$ cat src/rtl/inv_share_arbiter_if.sv
// Bundle between the requesters / reciprocal unit (master side) and the
// shared-reciprocal arbiter (slave side).
interface inv_share_arbiter_if #(
  parameter int unsigned N_REQ  = 4,
  parameter int unsigned DATA_W = 32
);
  logic [N_REQ-1:0]        req;
  logic [N_REQ*DATA_W-1:0] req_dd;
  logic [N_REQ-1:0]        gnt;
  logic [DATA_W-1:0]       q_out;
  logic [N_REQ-1:0]        q_valid;
  logic                    q_err;
  logic                    busy;
  logic                    inv_start;
  logic [DATA_W-1:0]       inv_dd;
  logic [DATA_W-1:0]       inv_q;
  logic                    inv_done;

  modport master (
    output req, req_dd, inv_q, inv_done,
    input  gnt, q_out, q_valid, q_err, busy, inv_start, inv_dd
  );

  modport slave (
    input  req, req_dd, inv_q, inv_done,
    output gnt, q_out, q_valid, q_err, busy, inv_start, inv_dd
  );
endinterface

$ cat src/rtl/inv_share_arbiter.sv
// Round-robin arbiter sharing one multi-cycle reciprocal unit among N_REQ
// requesters, with divide-by-zero bypass and a done-timeout guard.
module inv_share_arbiter #(
  parameter int unsigned N_REQ     = 4,
  parameter int unsigned DATA_W    = 32,
  parameter int unsigned INT_BITS  = 2,
  parameter int unsigned FRAC_BITS = 30,
  parameter int unsigned MAX_LAT   = 64
) (
  input logic clk,
  input logic rst,
  inv_share_arbiter_if.slave bus
);
  localparam int unsigned IDX_W = $clog2(N_REQ);
  localparam int unsigned TMR_W = $clog2(MAX_LAT);
  // Saturated result of the fixed-point format, returned on error paths.
  localparam logic [DATA_W-1:0] SAT_VAL = DATA_W'({(INT_BITS + FRAC_BITS){1'b1}});

  typedef enum logic [1:0] {S_IDLE, S_GRANT, S_WAIT, S_RESP} state_t;

  state_t              state_q, state_d;
  logic [IDX_W-1:0]    win_q, win_d;
  logic [IDX_W-1:0]    rr_q, rr_d;
  logic                zflag_q, zflag_d;
  logic [TMR_W-1:0]    timer_q, timer_d;
  logic [DATA_W-1:0]   inv_dd_q, inv_dd_d;
  logic [N_REQ-1:0]    gnt_q, gnt_d;
  logic [N_REQ-1:0]    q_valid_q, q_valid_d;
  logic [DATA_W-1:0]   q_out_q, q_out_d;
  logic                q_err_q, q_err_d;
  logic                inv_start_q, inv_start_d;
  logic                busy_q, busy_d;

  logic [IDX_W-1:0]    win_c;
  logic                any_req_c;
  logic [DATA_W-1:0]   dd_win_c;
  logic [N_REQ-1:0]    req_rot;
  int unsigned         idx;

  function automatic logic [N_REQ-1:0] onehot(input logic [IDX_W-1:0] i);
    return N_REQ'(1) << i;
  endfunction

  // First requester after rr_q, wrapping modulo N_REQ.
  always_comb begin
    win_c     = '0;
    any_req_c = 1'b0;
    idx       = 0;
    req_rot   = '0;
    for (int unsigned off = 1; off <= N_REQ; off++) begin
      idx     = (32'(rr_q) + off) % N_REQ;
      req_rot = bus.req >> idx;
      if (!any_req_c && req_rot[0]) begin
        any_req_c = 1'b1;
        win_c     = IDX_W'(idx);
      end
    end
  end

  assign dd_win_c = DATA_W'(bus.req_dd >> (32'(win_c) * DATA_W));

  always_ff @(posedge clk or posedge rst) begin
    if (rst) begin
      state_q     <= S_IDLE;
      win_q       <= '0;
      rr_q        <= IDX_W'(N_REQ - 1);
      zflag_q     <= 1'b0;
      timer_q     <= '0;
      inv_dd_q    <= '0;
      gnt_q       <= '0;
      q_valid_q   <= '0;
      q_out_q     <= '0;
      q_err_q     <= 1'b0;
      inv_start_q <= 1'b0;
      busy_q      <= 1'b0;
    end else begin
      state_q     <= state_d;
      win_q       <= win_d;
      rr_q        <= rr_d;
      zflag_q     <= zflag_d;
      timer_q     <= timer_d;
      inv_dd_q    <= inv_dd_d;
      gnt_q       <= gnt_d;
      q_valid_q   <= q_valid_d;
      q_out_q     <= q_out_d;
      q_err_q     <= q_err_d;
      inv_start_q <= inv_start_d;
      busy_q      <= busy_d;
    end
  end

  // Pulsed outputs are computed on the transition into the state they belong to.
  always_comb begin
    state_d     = state_q;
    win_d       = win_q;
    rr_d        = rr_q;
    zflag_d     = zflag_q;
    timer_d     = timer_q;
    inv_dd_d    = inv_dd_q;
    gnt_d       = '0;
    q_valid_d   = '0;
    q_out_d     = '0;
    q_err_d     = 1'b0;
    inv_start_d = 1'b0;
    case (state_q)
      S_IDLE: begin
        if (any_req_c) begin
          win_d       = win_c;
          inv_dd_d    = dd_win_c;
          zflag_d     = (dd_win_c == '0);
          gnt_d       = onehot(win_c);
          inv_start_d = (dd_win_c != '0);
          state_d     = S_GRANT;
        end
      end
      S_GRANT: begin
        if (zflag_q) begin
          q_valid_d = onehot(win_q);
          q_out_d   = SAT_VAL;
          q_err_d   = 1'b1;
          state_d   = S_RESP;
        end else begin
          timer_d = '0;
          state_d = S_WAIT;
        end
      end
      S_WAIT: begin
        if (bus.inv_done) begin
          q_valid_d = onehot(win_q);
          q_out_d   = bus.inv_q;
          state_d   = S_RESP;
        end else if (timer_q == TMR_W'(MAX_LAT - 1)) begin
          q_valid_d = onehot(win_q);
          q_out_d   = SAT_VAL;
          q_err_d   = 1'b1;
          state_d   = S_RESP;
        end else begin
          timer_d = timer_q + 1'b1;
        end
      end
      S_RESP: begin
        rr_d    = win_q;
        state_d = S_IDLE;
      end
      default: state_d = S_IDLE;
    endcase
    busy_d = (state_d != S_IDLE);
  end

  assign bus.gnt       = gnt_q;
  assign bus.q_valid   = q_valid_q;
  assign bus.q_out     = q_out_q;
  assign bus.q_err     = q_err_q;
  assign bus.inv_start = inv_start_q;
  assign bus.inv_dd    = inv_dd_q;
  assign bus.busy      = busy_q;
endmodule

$ cat src/flat_wrapper.sv
// flat-port wrapper written by rule: the top's interface ports become plain ports
module inv_share_arbiter_flat 
#(
  parameter int unsigned N_REQ     = 4,
  parameter int unsigned DATA_W    = 32,
  parameter int unsigned INT_BITS  = 2,
  parameter int unsigned FRAC_BITS = 30,
  parameter int unsigned MAX_LAT   = 64
)
  (clk, rst, bus_req, bus_req_dd, bus_inv_q, bus_inv_done, bus_gnt, bus_q_out, bus_q_valid, bus_q_err, bus_busy, bus_inv_start, bus_inv_dd);
  inv_share_arbiter_if #(.N_REQ(N_REQ), .DATA_W(DATA_W)) bus_i ();
  input logic clk;
  input logic rst;
  input wire logic [$bits(bus_i.req)-1:0] bus_req;
  input wire logic [$bits(bus_i.req_dd)-1:0] bus_req_dd;
  input wire logic [$bits(bus_i.inv_q)-1:0] bus_inv_q;
  input wire logic [$bits(bus_i.inv_done)-1:0] bus_inv_done;
  output wire logic [$bits(bus_i.gnt)-1:0] bus_gnt;
  output wire logic [$bits(bus_i.q_out)-1:0] bus_q_out;
  output wire logic [$bits(bus_i.q_valid)-1:0] bus_q_valid;
  output wire logic [$bits(bus_i.q_err)-1:0] bus_q_err;
  output wire logic [$bits(bus_i.busy)-1:0] bus_busy;
  output wire logic [$bits(bus_i.inv_start)-1:0] bus_inv_start;
  output wire logic [$bits(bus_i.inv_dd)-1:0] bus_inv_dd;
  assign bus_i.req = bus_req;
  assign bus_i.req_dd = bus_req_dd;
  assign bus_i.inv_q = bus_inv_q;
  assign bus_i.inv_done = bus_inv_done;
  assign bus_gnt = bus_i.gnt;
  assign bus_q_out = bus_i.q_out;
  assign bus_q_valid = bus_i.q_valid;
  assign bus_q_err = bus_i.q_err;
  assign bus_busy = bus_i.busy;
  assign bus_inv_start = bus_i.inv_start;
  assign bus_inv_dd = bus_i.inv_dd;
  inv_share_arbiter #(.N_REQ(N_REQ), .DATA_W(DATA_W), .INT_BITS(INT_BITS), .FRAC_BITS(FRAC_BITS), .MAX_LAT(MAX_LAT)) u_core (.clk(clk), .rst(rst), .bus(bus_i));
endmodule
$ cat config.mk
export PLATFORM = sky130hd
export DESIGN_NAME = inv_share_arbiter_flat
export DESIGN_NICKNAME = d
export VERILOG_FILES = /design/src/rtl/inv_share_arbiter_if.sv /design/src/rtl/inv_share_arbiter.sv /design/src/flat_wrapper.sv
export SDC_FILE = /design/constraint.sdc
export NUM_CORES = 1
export LEC_CHECK = 0
export ABC_AREA = 1
export BUFFER_PORTS_ARGS = -buffer_cell sky130_fd_sc_hd__buf_2
export CORE_MARGIN = 5
export CORE_UTILIZATION = 46
export DETAILED_ROUTE_END_ITERATION = 8
export GPL_ROUTABILITY_DRIVEN = 0
export GPL_TIMING_DRIVEN = 0
export PLACE_DENSITY_LB_ADDON = 0.05
export SLEW_MARGIN = 20
export SYNTH_ARGS = -nofsm -noshare
export SYNTH_HDL_FRONTEND = slang
export SYNTH_SLANG_ARGS = --single-unit
$ cat constraint.sdc
create_clock -name clk -period 3.8 [get_ports clk]
set_input_delay 0.76 -clock clk [delete_from_list [all_inputs] [get_ports clk]]
set_output_delay 0.76 -clock clk [all_outputs]
set_load 0.005 [all_outputs]
# Word-level counts from Yosys, hierarchy flattened
# Cells that the tools add are included.
# classes
mux	33
reduce_logical	13
n_eq_ne	7
shifts	7
n_addsub	5
# ops
operator	count
$shr 128x7->32	1
$mux 32	3
$pmux 32 s2	1
$logic_not 32->1	1
$reduce_bool 32->1	1
$mux 4	5
$mux 6	3
$shr 4x2->1	4
$mux 2	7
$pmux 6 s2	1
$mux 1	10
$pmux 2 s4	1
$pmux 4 s2	1
$shl 1x2->4 const A	2
$add 6x1->6 const B	1
$eq 6x6->1 const B	1
$ne 2x2->1 const B	3
$add 2x1->2 const B	2
$add 2x2->2 const B	2
$eq 2x2->1 const B	2
$reduce_and 4->1	1
$reduce_bool 2->1	2
$logic_and 1x1->1	3
$logic_not 1->1	3
other kinds (4)	4
# totals
out_inout_bits	75
in_bits	167
elab_cells	77
ff_bits	88

# Logic depth before layout (Yosys ltp)
# Gate-level depths: netlist of run 1.
# depth
ltp_word	16
ltp_mapped	23
ltp_nobuf	21

# Least setup slack after synthesis of run 1
# OpenSTA, ideal clock, no wires.
# synth_path
path_kind	input port to flip-flop
from	input port bus_req[3]
to	register u_core.inv_start_q (netlist: u_core.bus.inv_start)
setup_ns	0.136
cell_stages	17
n_path_buf	1
setup_slack_ns	1.463
required_time_ns	3.664
arrival_ns	2.201
cell_sequence	nand2_1 > nand2_1 > nand2_1 > nand2_1 > nor2_4 > nand2_2 > nor2_4 > nor2_8 > buf_2 > nand3_1 > nand2_1 > nor2_1 > nand2_1 > nor2_1 > nand2_1 > nor2_2 > a21oi_1
# synth_via
elab_chain_cells	15
elab_cells_between_ends	22
cone_classes	5 x shift; 10 x mux; 7 x reduce/logical
# synth_rtl
element	line_no	source
start, declared	flat_wrapper.sv:14	input wire logic [$bits(bus_i.req)-1:0] bus_req;
$shr 4x2->1	inv_share_arbiter.sv:52	req_rot = bus.req >> idx;
$mux 1	inv_share_arbiter.sv:53	if (!any_req_c && req_rot[0]) begin
$logic_not 1->1	inv_share_arbiter.sv:53	
$logic_and 1x1->1	inv_share_arbiter.sv:53	
$mux 1	inv_share_arbiter.sv:53	
$logic_not 1->1	inv_share_arbiter.sv:53	
$logic_and 1x1->1	inv_share_arbiter.sv:53	
$mux 1	inv_share_arbiter.sv:53	
$logic_not 1->1	inv_share_arbiter.sv:53	
$logic_and 1x1->1	inv_share_arbiter.sv:53	
$mux 2	inv_share_arbiter.sv:53	
$shr 128x7->32	inv_share_arbiter.sv:60	assign dd_win_c = DATA_W'(bus.req_dd >> (32'(win_c) * DATA_W));
$reduce_bool 32->1	inv_share_arbiter.sv:112	inv_start_d = (dd_win_c != '0);
$mux 1 *	inv_share_arbiter.sv:107	if (any_req_c) begin
$mux 1 *	inv_share_arbiter.sv:105	case (state_q)
via u_core.inv_start_d	inv_share_arbiter.sv:31	logic inv_start_q, inv_start_d;
end signal, assigned	inv_share_arbiter.sv:87	inv_start_q <= inv_start_d;
end, declared	inv_share_arbiter.sv:31	
# Mark *: on every way through the listed nets, which the timed path passes. The rest lies on a longest branch.
# A chain may end at the register's enable or synchronous reset.

# Worst setup path after layout of run 1
# layout_path
from	register u_core.rr_q[0]
to	register u_core.inv_start_q (netlist: u_core.bus.inv_start)
# layout_via
elab_chain_cells	16
elab_cells_between_ends	26
cone_classes	4 x add/sub; 5 x shift; 10 x mux; 7 x reduce/logical
# layout_rtl
element	line_no	source
start, declared	inv_share_arbiter.sv:23	logic [IDX_W-1:0] rr_q, rr_d;
start signal, assigned	inv_share_arbiter.sv:66	rr_q <= IDX_W'(N_REQ - 1);
start signal, assigned	inv_share_arbiter.sv:79	rr_q <= rr_d;
$add 2x1->2	inv_share_arbiter.sv:51	idx = (32'(rr_q) + off) % N_REQ;
$shr 4x2->1	inv_share_arbiter.sv:52	
$mux 1	inv_share_arbiter.sv:53	
$logic_not 1->1	inv_share_arbiter.sv:53	
$logic_and 1x1->1	inv_share_arbiter.sv:53	
$mux 1	inv_share_arbiter.sv:53	
$logic_not 1->1	inv_share_arbiter.sv:53	
$logic_and 1x1->1	inv_share_arbiter.sv:53	
$mux 1	inv_share_arbiter.sv:53	
$logic_not 1->1	inv_share_arbiter.sv:53	
$logic_and 1x1->1	inv_share_arbiter.sv:53	
$mux 2	inv_share_arbiter.sv:53	
$shr 128x7->32	inv_share_arbiter.sv:60	
$reduce_bool 32->1	inv_share_arbiter.sv:112	
$mux 1 *	inv_share_arbiter.sv:107	
$mux 1 *	inv_share_arbiter.sv:105	
via u_core.inv_start_d	inv_share_arbiter.sv:31	
# Marks and branches as above.

==> impl_metrics.tcl, run 1 <==
set metrics [dict create \
    status "completed" \
    postRouteAntennaNets 0 \
    dp_hpwl_microns 12910 \
    ys_top_cells_by_area "dfrtp_1, nand2_1, nand3_1" \
    synth-seq-cells 88 \
    dieArea_sq_um 12590 \
    post-synth-top-area-cell "dfrtp_1" \
    rrSetupSlack_ps 1060 \
    ios 242 \
    wl_per_cell_microns 15.29 \
    slew_violations 0 \
    pre_cts_slack_ps 900.2 \
    multi_input_area_sq_um 2286 \
    worstRegToRegCells 21 \
    grt_pass1_vias 5173 \
    dr.pass1.iters 7 \
    clock.fmax_ghz 0.3655 \
    crit_required_ps 4030 \
    min_period_ps 2736 \
    hold_viol_final 0 \
    die_h_microns 112.2 \
    clk_path_buf_depth 2 \
    grt-ovfl-total 0 \
    antennaDiodeCount 0 \
    antenna_found_initial 0 \
    clk_latency_ps 360 \
    yosysSeqAreaShare 0.4587 \
    hold_ws_ps 417.5 \
    layout-drive-gt1-share 0.3304 \
    reg2reg_from "u_core.rr_q[0]" \
    syn_area_sq_um 4806 \
    post_cts_resized 0 \
    relSlewSlack 0.6647 \
    cp-end-kind "flip-flop" \
    pwr-share-comb 0.644 \
    startpoint_type "flip-flop" \
    fp-row-count 37 \
    ctsHoldBuffers 0 \
    syn_area_per_cell_sq_um 7.326 \
    start_util 0.4676 \
    vias 5282 \
    grt_pass1_wl_microns 25300 \
    seqCellArea_sq_um 2205 \
    setup-violations-final 0 \
    synth.distinct_cells 32 \
    cts.reportedPaths.clkPinSlew_ps 100 \
    power.switching_mw 3.277 \
    num-nets-final 1081 \
    root_buffer "clkbuf_8" \
    synth_edf_count 0 \
    crit_end "u_core.bus.inv_start" \
    post_cts_buffers 0 \
    powerDensity_nw_per_um2 988.8 \
    drc 0 \
    crit_type "reg -> reg" \
    die_w_microns 112.2 \
    tritoncts "built" \
    p_sw_frac 0.5111 \
    drt_iter0_drc 343 \
    synth_top_area_frac 0.4478 \
    startpoint "u_core.rr_q[0]" \
    vias_per_cell 5.030 \
    critPathMaxFanout 10 \
    synthArstFlopShare 1.000 \
    skew_ps 8.968 \
    p_clk_frac 0.135 \
    grt_max_degree 50 \
    leakage_nw 3.771 \
    gr-usage-all-layers 0.2475 \
    wl_microns 16060 \
    cap_violations 0 \
    reg2reg_to "u_core.bus.inv_start" \
    fin_ws_ps 1064 \
    hp-class "in -> async" \
    numCtsBuffers 9 \
    fillers 946 \
    coreArea_sq_um 10280 \
    ys.flop_type "dfrtp_1" \
    crit_arrival_ps 2960 \
    rsz0062_at_grt "false" \
    yosys_warnings 0 \
    internal_power_mw 3.135 \
    syn2layout_area_growth_pct 34.94 \
    port_buffers 241 \
    cts_max_level 3 \
    synth_fp_nets 828 \
    ir_drop_uv 573.2 \
    worst_slew_pin_slew_ps 502.9 \
    netlist_instances 656 \
    fin_crit_sh 0.7199 \
    power.share.sequential 0.221 \
    clock-sinks 88 \
]
[logic make-up (layout without fill, tap and decap cells)]
family,count (synthesis),in the layout,share of synthesized area
compound gates,78,78,0.08331
xor+xnor,1,1,0.001823
fa+ha+maj,5,5,0.01302
buf+inv,62,320,0.06561
flops,88,88,0.4587
simple gates,422,422,0.3775
[worst min-delay path by stage]
stage                       endpoint  slack (ps)             startpoint
6_report        u_core.bus.q_out[28]         420                    rst
5_1_grt         u_core.bus.q_out[28]         440                    rst
4_1_cts         u_core.bus.q_out[28]         420                    rst
3_5_place_dp   u_core.bus.inv_dd[19]         480  u_core.bus.inv_dd[19]
3_3_place_gp   u_core.bus.inv_dd[30]         460  u_core.bus.inv_dd[30]
2_1_floorplan         u_core.zflag_q         450         u_core.zflag_q
[power groups by stage]
| stage | logic, mW | registers, mW | clock network, mW |
|---|---|---|---|
| after global routing | 4.64 | 1.44 | 0.917 |
| after CTS | 4.14 | 1.41 | 0.873 |
| after global placement | 4.05 | 1.42 | 0 |
| after floorplan | 2.81 | 1.42 | 0 |
| final | 4.13 | 1.42 | 0.869 |
| after detailed placement | 4.13 | 1.42 | 0 |
[layer usage]
layer	wire length (microns)	GRT usage	vias up
met1	6380	0.3068	2392
li1	-	-	2620
met5	0	0	-
met4	308	0.07853	0
met2	8005	0.4342	248
met3	1361	0.04906	22
[cell type report]
| type | count | share of cell area |
|---|---|---|
| Buffer | 37 | 0.03376 |
| Clock buffer | 9 | 0.01910 |
| Clock inverter | 7 | 0.02296 |
| Inverter | 25 | 0.01524 |
| Multi-Input combinational cell | 506 | 0.3525 |
| Sequential cell | 88 | 0.3400 |
| Tap cell | 136 | 0.02624 |
| Timing Repair Buffer | 242 | 0.1902 |
[cells in the mapped netlist, drive strengths merged, types with 3 or more instances]
| cell type | n |
|---|---|
| buf | 20 |
| inv | 24 |
| nor3 | 5 |
| nand3b | 3 |
| nor2 | 55 |
| clkbuf | 17 |
| ha | 5 |
| nand4 | 3 |
| dfrtp | 86 |
| o21ai | 68 |
| a21oi | 6 |
| nand3 | 89 |
| nand2 | 266 |
[sequential cells by signal, indices dropped and copies added, names as in the netlist]
name	cells
u_core.bus.q_out	32
u_core.bus.q_valid	4
u_core.bus.gnt	4
u_core.rr_q	2
u_core.bus.inv_start	1
u_core.bus.inv_dd	32
u_core.bus.q_err	1
u_core.timer_q	6
u_core.win_q	2
u_core.state_q	2
u_core.bus.busy	1
u_core.zflag_q	1
[metrics by stage]
stage / cells / utilization / cell area (sq um) / setup TNS, ps / power, mW
global placement: 1033 / 0.6015 / 6182 / -14660 / 5.470
floorplan: 656 / - / 4806 / 0 / 4.226
global route: 1050 / 0.6310 / 6485 / 0 / 7.002
CTS: 1050 / 0.6310 / 6485 / 0 / 6.421
detailed placement: 1034 / 0.6045 / 6212 / 0 / 5.551
finish: 1050 / 0.6310 / 6485 / 0 / 6.412
[critical path, stage by stage, from the launching register on]
cell and delay (ps):
dfstp_2 540, buf_6 140, inv_4 70, nand2_1 60, nand2_1 90, nand2_1 80, nand2_1 80, nand2_1 100
nand2_1 80, nand2_1 80, nand2_2 100, nand2_4 150, nor2_4 80, buf_6 150, nand2_1 60, nand2_1 50
nor2_1 170, nand2_1 70, nor2_1 110, nand2_1 60, nor2_1 190, a21oi_1 90
[placed cells by master, fill, tap and decap left out, types with 2 or more instances in the layout]
cell type  count
dfrtp_1       86
clkbuf_1      17
buf_6          8
inv_6          2
nor3_1         5
nand3_1       89
dfstp_2        2
nand2_1      257
nand4_1        2
inv_4          2
ha_1           5
bufinv_16      4
buf_2        251
nand3b_1       3
nor2_1        49
o21ai_0       67
inv_1         18
a21oi_1        6
clkbuf_8       9
buf_4          2
inv_2          4
nand2_2        8
nor2_4         4
No activity file was read; power rests on OpenSTA's default activity.
==> run 2: changes to the inputs <==
clock period = 2.8 ns   (was 3.8 ns; I/O delays follow)
==> run 2 against run 1 <==
Net effect: via count grew 2.3%; worst hold slack lost 310 ps; wire length grew 2.7%; setup slack lost 930 ps; first-iteration DRC count shrank 1.7%; cell area grew 2.7%; critical path depth shrank 1; count of clock-buffer cells in the layout grew 1; non-clock buffer count grew 8.
==> impl_metrics.tcl, run 2 (synthesized netlist as in run 1, its figures left out) <==
set metrics [dict create \
    wl_per_cell_microns 15.59 \
    final_cell_mix "buf_2, nand2_1, nand3_1, dfrtp_1, o21ai_0" \
    port_buffers 241 \
    path_cells "buf_6, nand2_1, nand2_4, nand2_1, nand2_2, inv_2, nand2_2, nor2_4, nor2_8, nor2_4, buf_6, nand2_1, nand2_1, nor2_2, nand2_1, nor2_1, nand2_1, nor2_2, nand3_1, nand2_1" \
    fp-row-count 37 \
    layout-drive-gt1-share 0.3655 \
    syn2layout_area_growth_pct 38.61 \
    fin_ws_ps 135.7 \
    ctsHoldBuffers 0 \
    cap_violations 0 \
    cts_max_level 3 \
    fin_cells 1058 \
    fin_util 0.6482 \
    worst_slew_pin_slew_ps 521.7 \
    powerDensity_nw_per_um2 1353 \
    tritoncts "built" \
    die_w_microns 112.2 \
    ios 242 \
    vias_per_cell 5.109 \
    clock-sinks 88 \
    dieArea_sq_um 12590 \
    root_buffer "clkbuf_8" \
    ir_drop_uv 922.3 \
    startpoint_type "flip-flop" \
    antennaDiodeCount 0 \
    postRouteAntennaNets 0 \
    clock.fmax_ghz 0.3753 \
    power_mw 9.015 \
    grt_max_degree 35 \
    dp_hpwl_microns 13040 \
    critPathMaxFanout 9 \
    pre_cts_slack_ps -1.094 \
    numCtsBuffers 9 \
    crit_type "reg -> reg" \
    path_delay_family "simple AND/OR/NAND/NOR gates" \
    drt_iter0_drc 337 \
    relSlewSlack 0.6522 \
    dr.pass1.iters 5 \
    grt_pass1_wl_microns 26080 \
    slew_violations 0 \
    num-nets-final 1089 \
    vias 5405 \
    clk_latency_ps 360 \
    grt_pass1_vias 5458 \
    leakage_nw 3.824 \
    hold_ws_ps 111.9 \
    hp-class "in -> async" \
    grt-ovfl-total 0 \
    crit_top_cell "nand2_1" \
    wl_microns 16490 \
    antenna_found_initial 0 \
    cp-end-kind "flip-flop" \
    clk_path_buf_depth 2 \
    multi_input_area_sq_um 2382 \
    setup-violations-final 0 \
    drc 0 \
    die_h_microns 112.2 \
    gr-usage-all-layers 0.2543 \
    start_util 0.4676 \
    crit_required_ps 3100 \
    status "completed" \
    cp.buffers_inverters 3 \
    coreArea_sq_um 10280 \
    seqCellArea_sq_um 2205 \
    skew_ps 6.835 \
    fillers 982 \
    fin_crit_sh 0.9515 \
    slowest_stage "dfstp_2" \
    mostFrequentLayoutCell "buf_2" \
    numPlacedInstances 1036 \
    min_period_ps 2664 \
    hold_viol_final 0 \
    crit_arrival_ps 2970 \
    cts.reportedPaths.clkPinSlew_ps 90 \
    max_stage_delay_ps 540 \
]
-- run 2: worst paths after layout --
check	from	end	slack, ps	cells after the start
worst min-delay path	rst	u_core.bus.q_out[17]	110	2
worst max register to register	u_core.rr_q[0]	u_core.zflag_q	140	20
worst max-delay path	u_core.rr_q[0]	u_core.zflag_q	140	20
min in group clk	bus_inv_q[12]	u_core.bus.q_out[12]	440	3
max in group asynchronous	rst	u_core.rr_q[1]	1790	5
worst min register to register	u_core.bus.inv_dd[30]	u_core.bus.inv_dd[30]	480	2
-- run 2: stage by stage --
stage,cell area (sq um),setup TNS [ps]
floorplan,4810,0
finish,6661,0
global route,6661,-84.34
global placement,6186,0
detailed placement,6254,-1.094
CTS,6509,0
-- run 2: cell type report --
cell class              count  area share
plain buffers              37     0.03494
clock buffers              10     0.02066
clock inverters             6     0.01728
inverters                  25     0.01540
multi-input cells         506      0.3576
flip-flops and latches     88      0.3310
well taps                 136     0.02554
repair buffers            250      0.1976
-- run 2: power breakdown --
| group | switching, mW | total [mW] | internal [mW] |
|---|---|---|---|
| combinational | 3.94 | 6.02 | 2.08 |
| sequential | 0.222 | 1.90 | 1.68 |
| clock | 0.472 | 1.09 | 0.622 |
| total | 4.63 | 9.01 | 4.38 |
-- run 2: routing by layer --
layer,track usage,wire length (microns),vias to the layer above
li1,-,-,2633
met1,0.3167,6464,2477
met2,0.4454,8363,267
met3,0.04420,1296,28
met4,0.08814,369,0
met5,0,0,-
-- run 2: timing repair --
item / CTS / global route
gates cloned: 0 / 1
hold endpoints to repair: 0 / 0
pin swaps: 0 / 12
endpoints found under the setup margin: 2 / 2
gates resized for setup: 1 / 39
buffers inserted: 0 / 5
==> run 3: changes to the inputs <==
RECOVER_POWER = 25   (was unset)
==> run 3 against run 2 <==
Net effect: critical path type unchanged; via count about the same; highest routed layer unchanged; cell count did not move; clock skew rose by 1.4 ps; the flow now finishes with violations (max-capacitance violations, max-slew violations); register-to-register slack about the same; worst hold slack better by 25 ps; core utilization fell by 0.18 points; combinational power is essentially flat; flip-flop and latch count unchanged.
==> impl_metrics.tcl, run 3 (synthesized netlist as in run 1, its figures left out) <==
set metrics [dict create \
    dpl_cell_area_sq_um 6254 \
    startpoint_type "flip-flop" \
    grt_pass1_wl_microns 26080 \
    internal_power_mw 4.380 \
    power.switching_mw 4.626 \
    status "finished, violations left" \
    grt-ovfl-total 0 \
    max_stage_delay_ps 540 \
    dp_hpwl_microns 13040 \
    clk_path_buf_depth 2 \
    slew_violations 34 \
    leakage_nw 3.816 \
    crit_type "reg -> reg" \
    pwr-share-comb 0.667 \
    path_cells "buf_6, nand2_1, nand2_4, nand2_1, nand2_2, inv_2, nand2_2, nor2_4, nor2_8, nor2_4, buf_6, nand2_1, nand2_1, nor2_2, nand2_1, nor2_1, nand2_1, nor2_2, nand3_1, nand2_1" \
    crit_top_cell "nand2_1" \
    mostFrequentLayoutCell "buf_2" \
    cts_max_level 3 \
    cap_violations 1 \
    postRouteAntennaNets 0 \
    power.share.sequential 0.212 \
    tritoncts "built" \
    clock-sinks 88 \
    dr.pass1.iters 5 \
    hold_ws_ps 136.7 \
    p_clk_frac 0.122 \
    root_buffer "clkbuf_8" \
    critPathMaxFanout 9 \
    fin_crit_sh 0.9494 \
    fin_tns_setup_ps 0 \
    skew_ps 8.244 \
    setup-violations-final 0 \
    clk_latency_ps 360 \
    min_period_ps 2658 \
    power_mw 9.007 \
    crit_arrival_ps 2960 \
    p_sw_frac 0.5136 \
    fin_area_sq_um 6643 \
    numCtsBuffers 9 \
    vias 5407 \
    cts.reportedPaths.clkPinSlew_ps 90 \
    cp-end-kind "flip-flop" \
    wl_per_cell_microns 15.61 \
    antennaDiodeCount 0 \
    grt_pass1_vias 5458 \
    coreArea_sq_um 10280 \
    violations "max-capacitance violations, max-slew violations" \
    grt_max_degree 35 \
    wl_microns 16510 \
    powerDensity_nw_per_um2 1356 \
    layout-drive-gt1-share 0.3644 \
    num-nets-final 1089 \
    vias_per_cell 5.111 \
    gr-usage-all-layers 0.2543 \
    ir_drop_uv 920.0 \
    drc 0 \
    syn2layout_area_growth_pct 38.22 \
    crit_required_ps 3100 \
    hp-class "in -> async" \
    fin_util 0.6463 \
    port_buffers 241 \
    clock.fmax_ghz 0.3762 \
    relSlewSlack -0.1900 \
    worst_slew_pin_slew_ps 1785 \
    dieArea_sq_um 12590 \
    antenna_found_initial 0 \
    final_cell_mix "buf_2, nand2_1, nand3_1, dfrtp_1, o21ai_0" \
    die_h_microns 112.2 \
    hold_viol_final 0 \
    drt_iter0_drc 328 \
    ios 242 \
    start_util 0.4676 \
    die_w_microns 112.2 \
    fp-row-count 37 \
    slowest_stage "dfstp_2" \
]
==> run 3: cell types whose count changed in the layout (fill, tap and decap cells not counted) <==
cell	delta
buf_12	-1
clkbuf_1	+1
clkinvlp_2	+1
clkinvlp_4	-1
==> run 3: area by class of cell <==
cell class | instances | area, sq um
sequential | 88 | 2205
clock buffer | 10 | 137.6
inverter | 25 | 100.1
timing repair buffer | 250 | 1300
buffer | 37 | 232.7
tap | 136 | 170.2
fill | 986 | 3635
multi-input combinational | 506 | 2382
clock inverter | 6 | 115.1
==> run 3: metrics by stage <==
step / worst slack [ps] / cells
final: 141.6 / 1058
after global routing: -54.26 / 1058
after CTS: 11.30 / 1052
after detailed placement: -1.094 / 1036
after global placement: 81.92 / 1033
after floorplan: 546.9 / 656
==> run 3: repair_timing <==
item / 4_1_cts / 5_1_grt
endpoints found under the hold margin: 0 / 0
setup endpoints to repair: 2 / 2
gates cloned: 0 / 1
buffers inserted: 0 / 5
pin swaps: 0 / 12
resized for setup: 1 / 39
hold buffers: 0 / 0
==> run 3: power groups by stage <==
stage	clock, mW	sequential (mW)	combinational, mW
finish	1.10	1.91	6.01
global placement	0	1.91	5.51
floorplan	0	1.92	3.81
CTS	1.10	1.90	5.66
global route	1.17	1.95	6.72
detailed placement	0	1.92	5.63
==> run 3: final timing paths <==
path | cells after the start | endpoint | slack [ps] | start
setup / recovery | 20 | u_core.zflag_q | 140 | u_core.rr_q[0]
hold / removal | 2 | u_core.bus.q_out[17] | 140 | rst
setup reg to reg | 20 | u_core.zflag_q | 140 | u_core.rr_q[0]
hold reg to reg | 2 | u_core.bus.inv_dd[30] | 490 | u_core.bus.inv_dd[30]
max in group asynchronous | 5 | u_core.rr_q[1] | 560 | rst
min in group clk | 3 | u_core.bus.q_out[12] | 440 | bus_inv_q[12]
==> run 3: layer usage <==
metal	vias to the layer above	GRT usage	wire, microns
met5	-	0	0
met4	0	0.08814	410
met3	34	0.04420	1238
met2	248	0.4454	8337
met1	2492	0.3167	6526
li1	2633	-	-
==> run 3: critical path, delay by kind of cell, from the launching register on <==
family / cells / cell delay [ps]
buffers and inverters: 3 / 330
DFF: 1 / 540
and+or+nand+nor: 17 / 1710
